--- config.mk ---
export PLATFORM = sky130hd
export DESIGN_NAME = ahb_top
export DESIGN_NICKNAME = d
export VERILOG_FILES = /design/src/rtl/ahb_top.sv
export SDC_FILE = /design/constraint.sdc
export NUM_CORES = 1
export LEC_CHECK = 0
export BUFFER_PORTS_ARGS = -buffer_cell sky130_fd_sc_hd__buf_2
export CORE_ASPECT_RATIO = 0.5
export CORE_MARGIN = 1
export CORE_UTILIZATION = 62
export CTS_CLUSTER_DIAMETER = 200
export DETAILED_ROUTE_END_ITERATION = 7
export PLACE_DENSITY_LB_ADDON = 0.1
export SLEW_MARGIN = 40
export SYNTH_ARGS = -nofsm -noshare
export SYNTH_HDL_FRONTEND = slang
export SYNTH_SLANG_ARGS = --single-unit
--- constraint.sdc ---
create_clock -name Clk -period 6.29 [get_ports Clk]
set_input_delay 0.629 -clock Clk [delete_from_list [all_inputs] [get_ports Clk]]
set_output_delay 0.629 -clock Clk [all_outputs]
set_load 0.01 [all_outputs]
--- src/rtl/ahb_top.sv ---
// AHB-Lite subsystem: command-driven master, ss decoder, read mux, GPIO/RAM/default slaves.
// Latency: a command sampled at edge N completes (write lands / dout loads) at edge N+1.
// Backpressure: none; every slave is zero-wait, so HREADY stays high and a command issues every cycle en=1.
module ahb_top #(
  parameter int MEM_WORDS = 16
) (
  input  logic        Clk,
  input  logic        Rst,
  input  logic [31:0] gpioW,
  input  logic [31:0] cAddr,
  input  logic        en,
  input  logic        cWr,
  input  logic [1:0]  ss,
  output logic [31:0] dout,
  output logic [7:0]  LED
);

  localparam int IDX_W = $clog2(MEM_WORDS);

  localparam logic [1:0] HTRANS_IDLE   = 2'b00;
  localparam logic [1:0] HTRANS_NONSEQ = 2'b10;
  localparam logic [2:0] HSIZE_WORD    = 3'b010;
  localparam logic       HRESP_OKAY    = 1'b0;

  // Address-phase bus, driven combinationally by the master and decoder
  logic [31:0] haddr;
  logic        hwrite;
  logic [1:0]  htrans;
  logic [2:0]  hsize;
  logic [3:0]  hsel;

  // Data-phase bus
  logic [31:0] hwdata;
  logic [31:0] hrdata;
  logic        hready;
  logic        hresp;

  // Data-phase state captured at the end of the address phase
  logic             dp_vld;
  logic             dp_write;
  logic [3:0]       dp_sel;
  logic [IDX_W-1:0] dp_idx;

  // Slave storage
  logic [31:0] gpio_reg;
  logic [31:0] mem [MEM_WORDS];

  // Address bits outside the RAM word index and the fixed transfer size carry no information here
  logic unused_bits;
  assign unused_bits = ^{haddr[31:IDX_W+2], haddr[1:0], hsize, dp_sel[3:2]};

  assign hready = 1'b1;
  assign hresp  = HRESP_OKAY;
  assign haddr  = cAddr;
  assign hwrite = cWr;
  assign hsize  = HSIZE_WORD;
  assign htrans = en ? HTRANS_NONSEQ : HTRANS_IDLE;

  // Decoder: one-hot select from ss, nothing selected on an idle cycle
  always_comb begin
    hsel = 4'b0000;
    if (en) hsel[ss] = 1'b1;
  end

  // Master and slave pipeline registers; reset drops any data phase in flight
  always_ff @(posedge Clk or negedge Rst) begin
    if (!Rst) begin
      dp_vld   <= 1'b0;
      dp_write <= 1'b0;
      dp_sel   <= 4'b0000;
      dp_idx   <= '0;
      hwdata   <= 32'h0;
    end else if (hready) begin
      dp_vld   <= (htrans == HTRANS_NONSEQ);
      dp_write <= hwrite;
      dp_sel   <= hsel;
      dp_idx   <= haddr[IDX_W+1:2];
      if (htrans == HTRANS_NONSEQ) hwdata <= gpioW;
    end
  end

  // Read-data mux: GPIO, RAM, else the default slave's zero
  always_comb begin
    hrdata = 32'h0;
    if (dp_sel[0])      hrdata = gpio_reg;
    else if (dp_sel[1]) hrdata = mem[dp_idx];
  end

  // GPIO slave register, written at the end of its data phase
  always_ff @(posedge Clk or negedge Rst) begin
    if (!Rst) begin
      gpio_reg <= 32'h0;
    end else if (hready && dp_vld && dp_write && dp_sel[0]) begin
      gpio_reg <= hwdata;
    end
  end

  assign LED = gpio_reg[7:0];

  // RAM slave write port; contents deliberately survive reset
  always_ff @(posedge Clk) begin
    if (hready && dp_vld && dp_write && dp_sel[1]) begin
      mem[dp_idx] <= hwdata;
    end
  end

  // Master read capture: dout loads only on a completed read and holds otherwise
  always_ff @(posedge Clk or negedge Rst) begin
    if (!Rst) begin
      dout <= 32'h0;
    end else if (hready && dp_vld && !dp_write && hresp == HRESP_OKAY) begin
      dout <= hrdata;
    end
  end

endmodule

Word-level counts from Yosys, hierarchy flattened
Memory sizes are Yosys's and may differ from the RTL's.
Index checks and enable logic that the tools add are counted.
Widths: inputs -> output; s select.

word-level totals
  output and inout bits = 40
  register bits after elaboration = 104
  logic and storage cells = 25
  memories = 1
  memory bits (writable) = 512
  input bits = 70

memories
  memory  words  bits a word  rd ports  clocked after memory_dff  write ports  line  RTL
  mem     16     32           1         0                         1            46    logic [31:0] mem [MEM_WORDS];

operators by class
  mux-type cells = 8
  order comparisons = 2
  equal/unequal tests = 1
  reductions and logical operators = 6

operator list
  cell                count
  $mux 32             2
  $logic_and 1x1->1   5
  $mux 2              2
  $lt 2x3->1 const B  1
  $mux 1              3
  $demux 1 s2         1
  $eq 2x2->1 const B  1
  $ge 2x1->1 const B  1
  $logic_not 1->1     1

Longest topological paths before layout
Gate-level depths: netlist of run 1.

  depth after elaboration = 5
  gate-level depth with buffers = 7

Least setup slack after synthesis of run 1
No wires, ideal clock.

  path kind = reg2reg
  start point = register dp_idx[1]
  end point = memory mem[1][0], enable pin
  buffers on the path = 3
  path slack = 2333 ps
  required time = 5829 ps
  setup time = 461 ps
  data arrival time = 3496 ps
  cell stages (with the launch flop) = 6
  path through = dfrtp_1 -> buf_2 -> buf_2 -> buf_1 -> or3b_1 -> nor3_1

RTL lines
  item                      line  RTL
  start: declaration        42    logic [IDX_W-1:0] dp_idx;
  start signal: assignment  77    dp_idx <= haddr[IDX_W+1:2];
  end: declaration          46

Straight into the memory's write port.

Final worst setup path of run 1
  start point = register dp_idx[0]
  end point = register dout[31]

between the ends
  longest elaborated chain between the ends = 3

RTL lines
  item                    line  RTL
  $mem_v2 16x32           --
  $mux 32                 86    else if (dp_sel[1]) hrdata = mem[dp_idx];
  $mux 32                 85    if (dp_sel[0]) hrdata = gpio_reg;
  end signal: assignment  112   dout <= hrdata;
  end: declaration        14    output logic [31:0] dout,

Every way passes these cells.
A chain may end at the register's enable or synchronous reset.

==> metrics.cfg, run 1 <==
[grt]
met1_usage_pct = 38.0
gr-usage-met3_pct = 5.36
globalRoute.totalOverflow = 0
grt_max_degree = 129
antenna_found_initial = 0
met2_usage_pct = 42.6
grt_pass1_wl_um = 73200
grtUsageTotal_pct = 26.3
first_global_vias = 11600
gr-max-usage-layer = met2

[detailed_routing]
ant_nets = 0
detail_route.drc_violations = 0
drt_iter0_drc = 1013
drt-wirelength-per-cell_um = 28.8
viasPerCell = 6.56
drt-total-wl_um = 48900
drt_pass1_iterations = 5
vias = 11100

[setup_path]
critPathTopFamily = flip-flops
r2r_slack_ns = 3.20
cp_slowest_cell = dfrtp_4
max_stage_delay_ns = 0.92
cp.arrival_ns = 3.54
worstPathMaxFanout = 39
path_class = reg -> reg
startpoint_type = register
crit_chain = buf_4 > mux4_2 > a22oi_1 > a21oi_1 > a211o_1
r2r-start = dp_idx[0]$_DFF_PN0_
crit_buf_inv = 1
cp.required_ns = 6.75
r2r_end = dout[31]$_DFFE_PN0P_
end_kind = register
rr_worst_depth = 5

[flow_run]
maxCapViolCount = 0

[logic_synthesis]
synth_compound_area_share_pct = 3.96
ys_seq_elements = 616
synth_cells = 1078
syn-num-nets = 1148
synth_top_flop_cell = edfxtp_1
yosysTopAreaCell = edfxtp_1
muxShareOfSynthArea_pct = 15.5
synth_top_family_by_area = multiplexers
yosysWarnings = 0
ys_seq_area_share_pct = 77.2
yosysTopAreaCellShare_pct = 66.1
yosys.area_share.simple_pct = 1.65
ys_types = 26
synth_edf_count = 512
yosys-top-cells-area = edfxtp_1, mux4_2, dfrtp_1
synth_fa_ha_area_share_pct = 0
synth_area_mm2 = 0.0233
synth-xor-area-share_pct = 0
postSynthAreaPerCell_um2 = 21.6
async_flop_share_pct = 16.9

[floorplanning]
io_pins = 110
row_count = 49
die_h_um = 139
die_area_mm2 = 0.0384
die_w_um = 276
placeableCoreArea_mm2 = 0.0364
start_util_pct = 63.9

[clocking]
cts-root-buf = clkbuf_16
cts_buffers = 50
clock_path_buffers = 3
cts_resized = 0
ctsHoldBuffers = 0
cts_max_level = 2
cts_tree = yes
cts_setup_buffers = 0
clock_sinks = 616
clkTransAtPathRegs_ns = 0.06
clock_latency_ns = 0.58

[timing]
slew_headroom_pct = 45.6
fmax_mhz = 324
period_share_pct = 49.1
final.setup.tns_ns = 0
skew_ns = 0.0123
slew_violations = 0
whs_ns = 0.0494
rsz0062_at_grt = false
period_minus_slack_ns = 3.09
worst_slew_pin_slew_ns = 0.816
setup_viol = 0
hold_violations = 0

[cells_and_area]
syn2layout_area_growth_pct = 11.8
final_layout_size_suffix_gt1_share_pct = 30.6
layout_commonest_cell = edfxtp_1
largest_register_ffs = 512
fill_cells = 2156
nets = 1240
n_antenna_cell = 0
largest_register = mem
final_cell_mix = edfxtp_1, mux4_2, dfrtp_1, buf_2, a22oi_1

[power_and_ir_drop]
ir_drop_v = 0.000209
p_leak_nw = 9.12
powerDensity_mw_per_mm2 = 316

[outcome]
status = finished, final reports clean

[placement]
numPortBuffers = 81
place.gp.congestion = 0.715
dp_hpwl_um = 24900

[worst_hold_path]
hp-class = in -> async

per-stage QoR:
step | total power [mW] | area [um2] | cells | util [%] | setup WS [ns]
2_1_floorplan | 5.02 | 23300 | 1078 | - | 2.33
3_3_place_gp | 5.15 | 24300 | 1596 | 66.6 | 3.15
3_5_place_dp | 5.19 | 24400 | 1602 | 67.0 | 3.12
4_1_cts | 8.28 | 26000 | 1694 | 71.5 | 3.10
5_1_grt | 8.48 | 26000 | 1694 | 71.5 | 2.97
6_report | 8.22 | 26000 | 1694 | 71.5 | 3.20
power breakdown:
part	switching (mW)	internal [mW]
combinational	0.189	0.192
clock	1.38	1.74
sequential	0.147	4.57
total	1.71	6.51
worst register-to-register path, delay by kind of cell, from the launching register on:
kind                   cells  cell delay, ns
AOI/OAI and AO/OA          3            0.70
muxes                      1            0.62
DFF                        1            0.92
buffers and inverters      1            0.73
metal layers:
metal | part of all wire (%) | wire length [um]
met5 | 0 | 0
met4 | 1.5 | 732
met3 | 8.5 | 4170
met2 | 49 | 23700
met1 | 41 | 20300
synthesized netlist by cell type (all sizes together), types with 3 or more instances:
library cell and instances:
nor2b 3, a22oi 64, a21oi 32, nor2 14, nor3 4, nand2b 3, edfxtp 512, mux4 128
mux2 64, a211o 32, and3 33, clkbuf 34, buf 40, nand3 3, dfrtp 104
logic make-up after synthesis:
family	Yosys count
flip-flops	616
AND/OR/NAND/NOR	68
multiplexers	192
AO/OA/AOI/OAI	128
buffers and inverters	74
how the worst max path moves through the flow:
stage / from / to / slack [ns] / depth (start not counted)
floorplan: dp_idx[1]$_DFF_PN0_ / mem[1][0]$_DFFE_PP_ / 2.33 / 5
global placement: dp_idx[0]$_DFF_PN0_ / dout[5]$_DFFE_PN0P_ / 3.15 / 5
detailed placement: dp_idx[0]$_DFF_PN0_ / dout[11]$_DFFE_PN0P_ / 3.12 / 5
CTS: dp_idx[0]$_DFF_PN0_ / dout[11]$_DFFE_PN0P_ / 3.10 / 5
global route: dp_idx[0]$_DFF_PN0_ / dout[5]$_DFFE_PN0P_ / 2.97 / 5
finish: dp_idx[0]$_DFF_PN0_ / dout[31]$_DFFE_PN0P_ / 3.20 / 5
final cells by class:
type	instances	area, um2	area share (%)
Multi-Input combinational cell	388	5060	19.4
Clock inverter	15	148	0.567
Tap cell	484	606	2.33
Clock buffer	77	1480	5.67
Sequential cell	616	18000	69.1
Timing Repair Buffer	114	754	2.90
No activity file was read; power rests on OpenSTA's default activity.
==> inputs of run 2 (changes only) <==
--- a/config.mk
+++ b/config.mk
@@ -8,7 +8,7 @@
 export BUFFER_PORTS_ARGS = -buffer_cell sky130_fd_sc_hd__buf_2
 export CORE_ASPECT_RATIO = 0.5
 export CORE_MARGIN = 1
-export CORE_UTILIZATION = 62
+export CORE_UTILIZATION = 61
 export CTS_CLUSTER_DIAMETER = 200
 export DETAILED_ROUTE_END_ITERATION = 7
 export PLACE_DENSITY_LB_ADDON = 0.1
==> constraint.sdc (replaced) <==
create_clock -name Clk -period 3.2 [get_ports Clk]
set_input_delay 0.32 -clock Clk [delete_from_list [all_inputs] [get_ports Clk]]
set_output_delay 0.32 -clock Clk [all_outputs]
set_load 0.01 [all_outputs]
==> metrics.cfg, run 2 (synthesis gave the netlist of run 1 again) <==
[setup_path]
worstPathMaxFanout = 30
path_class = reg -> reg
r2r_end = dout[19]$_DFFE_PN0P_
rr_worst_depth = 5
cp.required_ns = 3.65
startpoint_type = register
cp.arrival_ns = 3.08
r2r-start = dp_idx[0]$_DFF_PN0_
end_kind = register
cp-startpoint = dp_idx[0]$_DFF_PN0_
r2r_slack_ns = 0.58

[timing]
period_minus_slack_ns = 2.62
skew_ns = 0.0172
worst_slew_pin_slew_ns = 0.753
final.setup.tns_ns = 0
rsz0062_at_grt = false
fmax_mhz = 381
period_share_pct = 82.0
setup_viol = 0
slew_violations = 0
hold_violations = 0
setup_ws_ns = 0.575
slew_headroom_pct = 49.8

[clocking]
cts_buffers = 51
clock_latency_ns = 0.58
clock_sinks = 616
cts_max_level = 2
cts-root-buf = clkbuf_16
clkTransAtPathRegs_ns = 0.07
cts_tree = yes
clock_path_buffers = 3

[cells_and_area]
final_cell_mix = edfxtp_1, mux4_2, dfrtp_1, buf_2, a22oi_1
largest_register_ffs = 512
layout_commonest_cell = edfxtp_1
largest_register = mem
ff_latch_area_mm2 = 0.0180
n_antenna_cell = 0
final_layout_size_suffix_gt1_share_pct = 30.6
fill_cells = 2219
syn2layout_area_growth_pct = 14.5
multiInputGateArea_mm2 = 0.00508
nets = 1298
final_util_pct = 71.1

[outcome]
status = finished, final reports clean

[placement]
place.gp.congestion = 0.768
dp_hpwl_um = 27600
numPortBuffers = 81
pre_cts_ws_ns = 0.539

[grt]
grt_pass1_wl_um = 74700
antenna_found_initial = 0
grtUsageTotal_pct = 26.6
grt_max_degree = 65
met1_usage_pct = 40.0
gr-max-usage-layer = met2
met2_usage_pct = 41.3
globalRoute.totalOverflow = 0
first_global_vias = 11900
gr-usage-met3_pct = 5.12

[detailed_routing]
vias = 11500
detail_route.drc_violations = 0
ant_nets = 0
drt-total-wl_um = 49900
drt_pass1_iterations = 5
drt-wirelength-per-cell_um = 28.3
viasPerCell = 6.51
drt_iter0_drc = 1212

[flow_run]
maxCapViolCount = 0

[power_and_ir_drop]
p_leak_nw = 9.42
p_int_mw = 12.9
powerDensity_mw_per_mm2 = 609
switching_power_mw = 3.36
seqPwrFrac_pct = 57.2
ir_drop_v = 0.000376
p_clk_share_pct = 37.9
switching_share_pct = 20.7
combPwrFrac_pct = 4.9

[floorplanning]
die_h_um = 140
start_util_pct = 62.1
die_area_mm2 = 0.0390
io_pins = 110
row_count = 50
die_w_um = 278
placeableCoreArea_mm2 = 0.0375

[worst_hold_path]
holdPathStages = 2
min_to = dp_sel[1]$_DFF_PN0_
hp-class = in -> reg
min_from = ss[1]

-- run 2: changes by cell type in the layout (fill, tap and decap cells not counted), moves of 4 or more --
| cell | previous run | this run |
|---|---|---|
| clkbuf_8 | 6 | 11 |
| clkbuf_1 | 18 | 23 |
| dlygate4sd3_1 | 0 | 40 |
| buf_4 | 26 | 39 |
| buf_12 | 1 | 11 |
| nor3_2 | 4 | 0 |
| nor3_4 | 0 | 4 |
-- run 2: worst max-delay path by stage --
stage,depth (start not counted),endpoint,slack [ns]
5_1_grt,5,dout[19]$_DFFE_PN0P_,0.42
3_3_place_gp,5,dout[19]$_DFFE_PN0P_,0.56
3_5_place_dp,5,dout[19]$_DFFE_PN0P_,0.54
6_report,5,dout[19]$_DFFE_PN0P_,0.58
4_1_cts,5,dout[19]$_DFFE_PN0P_,0.51
2_1_floorplan,5,mem[13][0]$_DFFE_PP_,0.11
-- run 2: power groups by stage --
| stage | clock network (mW) | registers [mW] | logic (mW) |
|---|---|---|---|
| after CTS | 6.26 | 9.29 | 0.803 |
| after global placement | 0 | 9.42 | 0.740 |
| after detailed placement | 0 | 9.46 | 0.760 |
| final | 6.16 | 9.29 | 0.791 |
| after global routing | 6.55 | 9.33 | 0.857 |
| after floorplan | 0 | 9.35 | 0.532 |
-- run 2: area by class of cell --
type | instances | share of cell area (%)
clock buffers | 87 | 5.87
clock inverters | 8 | 0.333
multi-input cells | 388 | 19.1
flip-flops and latches | 616 | 67.5
well taps | 494 | 2.32
repair buffers | 171 | 4.97
-- run 2: per-stage QoR --
stage | std cells | instance area, um2 | power [mW] | hold WS [ns]
after floorplan | 1078 | 23300 | 9.88 | 0.0244
after global placement | 1629 | 24600 | 10.2 | 0.410
after detailed placement | 1629 | 24600 | 10.2 | 0.423
after CTS | 1764 | 26700 | 16.4 | 0.0754
after global routing | 1764 | 26700 | 16.7 | 0.0827
final | 1764 | 26700 | 16.2 | 0.0976
-- run 2: worst max-delay path: stages, from the launching register on --
cell and delay, ns:
dfrtp_4 0.83, buf_4 0.37, mux4_2 0.52, a22oi_1 0.31, a21oi_1 0.14, a211o_1 0.29
-- run 2: routing by layer --
metal | routed length [um] | vias up | share of wire [%]
li1 | - | 4776 | -
met1 | 21200 | 6171 | 42
met2 | 23600 | 470 | 47
met3 | 4250 | 71 | 8.5
met4 | 921 | 0 | 1.8
met5 | 0 | - | 0
-- run 2: repair_timing --
action	4_1_cts	5_1_grt
hold endpoints to repair	88	0
buffers inserted	0	0
hold buffers	40	0
gates resized for setup	0	0
